## config.mk

```make
export PLATFORM = sky130hd
export DESIGN_NAME = shift_sequencer
export DESIGN_NICKNAME = d
export VERILOG_FILES = /design/src/rtl/shift_sequencer.sv
export SDC_FILE = /design/constraint.sdc
export NUM_CORES = 1
export LEC_CHECK = 0
export ABC_CLOCK_PERIOD_IN_PS = 4700
export CORE_ASPECT_RATIO = 0.9
export CORE_UTILIZATION = 43
export DETAILED_ROUTE_END_ITERATION = 7
export GPL_ROUTABILITY_DRIVEN = 0
export MAX_ROUTING_LAYER = met4
export PLACE_DENSITY = 0.6
export SLEW_MARGIN = 10
export SYNTH_ARGS = -nofsm -noshare
export SYNTH_HDL_FRONTEND = slang
export SYNTH_SLANG_ARGS = --single-unit
```

## constraint.sdc

```tcl
create_clock -name clk -period 4.7 [get_ports clk]
set_clock_uncertainty 0.2 [all_clocks]
set_input_delay 0.94 -clock clk [delete_from_list [all_inputs] [get_ports clk]]
set_output_delay 0.94 -clock clk [all_outputs]
set_load 0.01 [all_outputs]
```

## src/rtl/shift_sequencer.sv

```systemverilog
// -----------------------------------------------------------------------------
// shift_sequencer
//
// Shifts one bit per period into a WIDTH-bit LED pattern. The bit comes either
// from an external active-low input or from a 7-bit LFSR (x^7 + x^6 + 1).
// A stop request drains the pattern by shifting in WIDTH zeros before the
// block returns to IDLE.
//
// Parameters
//   WIDTH : LED pattern width (>= 2)
//   DIV   : base shift period in clk cycles (8 .. 2^32-1)
//   SEED  : LFSR reset value, nonzero
//
// Ports
//   clk        in   sole clock, rising edge
//   reset      in   synchronous, active-high reset
//   start      in   single-cycle request to begin shifting
//   stop       in   single-cycle request to end shifting (wins over start)
//   src_sel    in   shift-bit source: 0 = ~data_n, 1 = LFSR
//   data_n     in   external data, active low
//   period_sel in   shift period = DIV >> period_sel
//   led_n      out  active-low LED drive, ~pattern (registered)
//   strobe     out  one-cycle pulse on the cycle the pattern shifts
//   busy       out  high whenever state is not IDLE
//   state      out  IDLE=0, RUN=1, DRAIN=2
// -----------------------------------------------------------------------------
module shift_sequencer #(
    parameter int unsigned WIDTH = 6,
    parameter logic [31:0] DIV   = 32'd27000000,
    parameter logic [6:0]  SEED  = 7'h01
) (
    input  logic             clk,
    input  logic             reset,
    input  logic             start,
    input  logic             stop,
    input  logic             src_sel,
    input  logic             data_n,
    input  logic [1:0]       period_sel,
    output logic [WIDTH-1:0] led_n,
    output logic             strobe,
    output logic             busy,
    output logic [1:0]       state
);

    typedef enum logic [1:0] {
        ST_IDLE  = 2'd0,
        ST_RUN   = 2'd1,
        ST_DRAIN = 2'd2
    } state_t;

    localparam int unsigned    DCW      = $clog2(WIDTH + 1);
    localparam logic [DCW-1:0] DRN_ONE  = DCW'(1);
    localparam logic [DCW-1:0] DRN_LAST = DCW'(WIDTH - 1);

    state_t           state_q, state_d;
    logic [31:0]      cnt_q, cnt_d;
    logic [31:0]      per_q, per_d;
    logic             src_q, src_d;
    logic [6:0]       lfsr_q, lfsr_d;
    logic [WIDTH-1:0] pat_q, pat_d;
    logic [DCW-1:0]   drn_q, drn_d;
    logic [WIDTH-1:0] led_n_q, led_n_d;
    logic             strobe_q, strobe_d;
    logic             busy_q, busy_d;

    logic [31:0]      per_sel;
    logic             tick;
    logic             shift_bit;

    assign per_sel = DIV >> period_sel;

    // The shift cycle: last count of the current period while active.
    assign tick = (state_q != ST_IDLE) && (cnt_q == per_q - 32'd1);

    // The bit chosen by the source latched at the previous period boundary.
    assign shift_bit = src_q ? lfsr_q[0] : ~data_n;

    always_comb begin
        state_d = state_q;
        cnt_d   = cnt_q;
        per_d   = per_q;
        src_d   = src_q;
        lfsr_d  = lfsr_q;
        pat_d   = pat_q;
        drn_d   = drn_q;

        unique case (state_q)
            ST_IDLE: begin
                cnt_d = 32'd0;
                if (start && !stop) begin
                    state_d = ST_RUN;
                    per_d   = per_sel;
                    src_d   = src_sel;
                end
            end

            ST_RUN: begin
                cnt_d = tick ? 32'd0 : cnt_q + 32'd1;
                if (tick) begin
                    pat_d = {pat_q[WIDTH-2:0], shift_bit};
                    per_d = per_sel;
                    src_d = src_sel;
                    if (src_q) begin
                        lfsr_d = {lfsr_q[0] ^ lfsr_q[1], lfsr_q[6:1]};
                    end
                end
                // A strobe coinciding with stop still shifts the selected
                // bit; draining starts counting from the next strobe.
                if (stop) begin
                    state_d = ST_DRAIN;
                    drn_d   = '0;
                end
            end

            ST_DRAIN: begin
                cnt_d = tick ? 32'd0 : cnt_q + 32'd1;
                if (tick) begin
                    pat_d = {pat_q[WIDTH-2:0], 1'b0};
                    per_d = per_sel;
                    src_d = src_sel;
                    if (drn_q == DRN_LAST) begin
                        state_d = ST_IDLE;
                        cnt_d   = 32'd0;
                        drn_d   = '0;
                    end else begin
                        drn_d = drn_q + DRN_ONE;
                    end
                end
            end

            default: begin
                state_d = ST_IDLE;
                cnt_d   = 32'd0;
            end
        endcase

        // Outputs are computed from next-state so the registered strobe is
        // high exactly while the counter sits on its last count.
        busy_d   = (state_d != ST_IDLE);
        strobe_d = busy_d && (cnt_d == per_d - 32'd1);
        led_n_d  = ~pat_d;
    end

    always_ff @(posedge clk) begin
        if (reset) begin
            state_q  <= ST_IDLE;
            cnt_q    <= 32'd0;
            per_q    <= DIV;
            src_q    <= 1'b0;
            lfsr_q   <= SEED;
            pat_q    <= '0;
            drn_q    <= '0;
            led_n_q  <= '1;
            strobe_q <= 1'b0;
            busy_q   <= 1'b0;
        end else begin
            state_q  <= state_d;
            cnt_q    <= cnt_d;
            per_q    <= per_d;
            src_q    <= src_d;
            lfsr_q   <= lfsr_d;
            pat_q    <= pat_d;
            drn_q    <= drn_d;
            led_n_q  <= led_n_d;
            strobe_q <= strobe_d;
            busy_q   <= busy_d;
        end
    end

    assign led_n  = led_n_q;
    assign strobe = strobe_q;
    assign busy   = busy_q;
    assign state  = state_q;

endmodule

```

==> flow_summary_export.csv <==
group,metric,value,unit
status,status,"finished with violations",
status,violations,"setup timing",
worst_setup_path,crit_type,"flop to flop",
placed_design,io_buffer_count,17,
hold_path,hp-class,"flop to flop",
synthesis,synth_cell_types,80,
global_routing,gr-total-overflow,0,
synthesis,synth.yosys.seq_area_share,26.2,%
routing,drt-initial-drc-count,741,
die,dieArea,16700,um2
clock_tree,numCtsBuffers,9,
global_routing,grt_pass1_vias,6859,
sta,max_freq,200,MHz
die,die_h,123,um
pwr,ir_worst_vdd,0.000208,V
worst_setup_path,cp_num_buf_inv,2,
clock_tree,clock_latency,370,ps
sta,fin_hold_ws,295,ps
pwr,cellLeakagePower,3.50,nW
synthesis,synth-edff-count,0,
clock_tree,cts.hold.buffers_added,0,
finish,fin_util,58.6,%
sta,layout_min_cycle_time,4990,ps
die,design.core.area,15600,um2
placed_design,placedCellCount,1256,
synthesis,syn_area_per_cell,7.50,um2
sta,drv_slew,0,
sta,hold_viol,0,
global_routing,antenna_found_initial,0,
synthesis,synthCells,928,
sta,max_slew_margin,50.5,%
clock_tree,h-tree-depth,3,
global_routing,track_usage,30.8,%
worst_setup_path,critPathArrivalTime,5060,ps
worst_setup_path,required,4770,ps
synthesis,async_flop_share,0,%
finish,finalNetCount,1095,
routing,postRouteWirelength,24400,um
sta,post-route-worst-setup-slack,-291,ps
synthesis,synth_warnings,0,
routing,drc,0,
synthesis,synth_seq_cells,91,
routing,avgViaCountPerCell,5.78,
worst_setup_path,critPathCaptureType,"flop",
run,max_cap_viol_count,0,
worst_setup_path,cp_max_fo,4,
clock_tree,cts_tree,"built",
die,start_util,44.6,%
synthesis,synth_nets,949,
global_routing,grt_pass1_wl,37500,um
die,dieWidth,136,um
die,ios,18,
routing,postRouteAntennaNets,0,
finish,fillers,1444,
finish,syn_to_final_growth,31.4,%
finish,antenna_cells,0,
synthesis,syn-cell-area,6960,um2
pwr,power_density,253,nW/um2
sta,worstMarginPinSlew,735,ps
synthesis,dominantRegCellSynth,"dfxtp_1",
sta,rsz0062_at_grt,"yes",
finish,fin_cells,1281,
sta,finalCritPeriodShare,106,%
sta,setup_violations,1,
clock_tree,clock_path_buffers,2,
clock_tree,cts_root_buf,"clkbuf_16",
finish,drive_gt1_share,26.7,%
worst_setup_path,cp-start-kind,"flop",
clock_tree,clock-sinks,91,
die,floorplan.rows,43,
clock_tree,clk_pin_slew,70,ps
worst_setup_path,path_cells,"buf_4, or4_1, o21ai_2, and4_1, a211oi_2, nor3_2, nand4_1, or4_4, mux2i_2, nand4b_1, or4b_4, buf_4, nor3_4, nand2_1, mux2i_1, or4_1, nor4_2",
worst_setup_path,slowest_delay,650,ps
routing,wl_per_cell,19.1,um
placed_design,hpwl,18900,um
pwr,p_total,0.00232,W
worst_setup_path,slowest_stage,"or4_4",
routing,via_count,7406,
worst_setup_path,cpLargestDelayFamily,"simple AND/OR/NAND/NOR gates",
global_routing,grt_max_degree,30,
routing,dr.pass1.iters,6,
[power by group]
part	total, W	leakage, nW	switching (W)	internal [W]
clock	0.000739	0.146	0.000354	0.000385
combinational	0.000759	2.61	0.000421	0.000338
sequential	0.000820	0.740	0.0000251	0.000794
total	0.00232	3.50	0.000801	0.00152
[state kept, by name, summed over array words and instances, names as in the netlist]
name / cells
cnt_q: 32
drn_q: 3
led_n: 6
busy: 1
src_q: 1
pat_q: 6
lfsr_q: 7
state: 2
strobe: 1
per_q: 32
[per-stage QoR]
step / worst slack, ps / TNS [ps] / instance area [um2]
after floorplan: 8.58 / 0 / 7060
after global placement: -629 / -629 / 8490
after global routing: -433 / -433 / 9140
after CTS: -166 / -166 / 8890
after detailed placement: -661 / -661 / 8490
final: -291 / -291 / 9140
[worst register-to-register path, delay by kind of cell, from the launching register on]
kind | cells | cell delay [ps]
buf+inv | 2 | 300
compound gates | 2 | 270
flops | 1 | 340
simple gates | 11 | 3440
mux | 2 | 340
[synth_stat cells (all sizes together), types with 4 or more instances]
cell,instances,area [um2]
a211o,6,52.6
a211oi,8,60.1
a21o,10,75.1
a21oi,41,209
a221oi,5,43.8
a22oi,5,37.5
a31oi,8,56.3
and2,16,100
and3,14,87.6
and4,4,35.0
buf,9,53.8
clkbuf,48,180
dfxtp,91,1820
ha,13,163
inv,27,101
mux2,5,60.1
mux2i,13,130
nand2,82,310
nand2b,17,106
nand3,22,110
nand3b,5,37.5
nand4,20,146
nand4b,8,70.1
nor2,139,524
nor2b,9,56.3
nor3,34,181
nor3b,5,37.5
nor4,23,178
nor4b,5,56.3
o211ai,8,73.8
o21ai,31,155
o31ai,5,37.5
or2,19,119
or3,15,93.8
or4,6,45.0
xnor2,63,552
xor2,47,412
[what timing repair did]
action,4_1_cts,5_1_grt
setup endpoints to repair,1,1
buffers inserted,4,4
gates cloned,0,1
pin swaps,11,28
resized for setup,19,49
[path summary, 6_finish.rpt]
kind              slack [ps]                start  cells after the start                   to
hold / removal           290  pat_q[5]$_SDFF_PP0_                      2  led_n[5]$_SDFF_PP1_
setup / recovery        -290  per_q[1]$_SDFF_PP0_                     17    strobe$_SDFF_PP0_
setup reg to reg        -290  per_q[1]$_SDFF_PP0_                     17    strobe$_SDFF_PP0_
hold reg to reg          290  pat_q[5]$_SDFF_PP0_                      2  led_n[5]$_SDFF_PP1_
[placed cells by master, fill, tap and decap left out, drive strengths merged, types with 16 or more instances in the layout]
| master | netlist | final |
|---|---|---|
| nor4 | 23 | 23 |
| dfxtp | 91 | 91 |
| clkdlybuf4s50 | 0 | 16 |
| nand3 | 22 | 22 |
| nand4 | 20 | 20 |
| and2 | 16 | 16 |
| nor2 | 139 | 139 |
| inv | 27 | 31 |
| or2 | 19 | 19 |
| o21ai | 31 | 31 |
| buf | 9 | 175 |
| a21oi | 41 | 41 |
| nand2b | 17 | 17 |
| xnor2 | 63 | 63 |
| xor2 | 47 | 47 |
| nand2 | 82 | 82 |
| nor3 | 34 | 34 |
[layer usage]
metal / vias to the layer above / track usage [%] / routed length [um]
met4: 0 / 13.3 / 1080
met5: - / - / 0
met1: 3459 / 41.1 / 11100
met2: 326 / 44.6 / 10300
met3: 67 / 6.32 / 1930
li1: 3554 / - / -
[area by class of cell]
cell class	count	area [um2]	share of cell area [%]
clock buffer	10	239	2.61
tap	202	253	2.76
inverter	27	101	1.11
clock inverter	6	55.1	0.602
multi-input combinational	753	5120	56.0
sequential	91	1830	20.0
timing repair buffer	192	1550	16.9
[cell families after synthesis]
family / share of synthesized area [%]
adders and majority gates: 2.34
buffers and inverters: 4.82
muxes: 2.73
AOI/OAI and AO/OA: 15.8
and+or+nand+nor: 34.3
DFF: 26.2
xor gates and xnor gates: 13.8
Power figures use the tool's default switching activity.
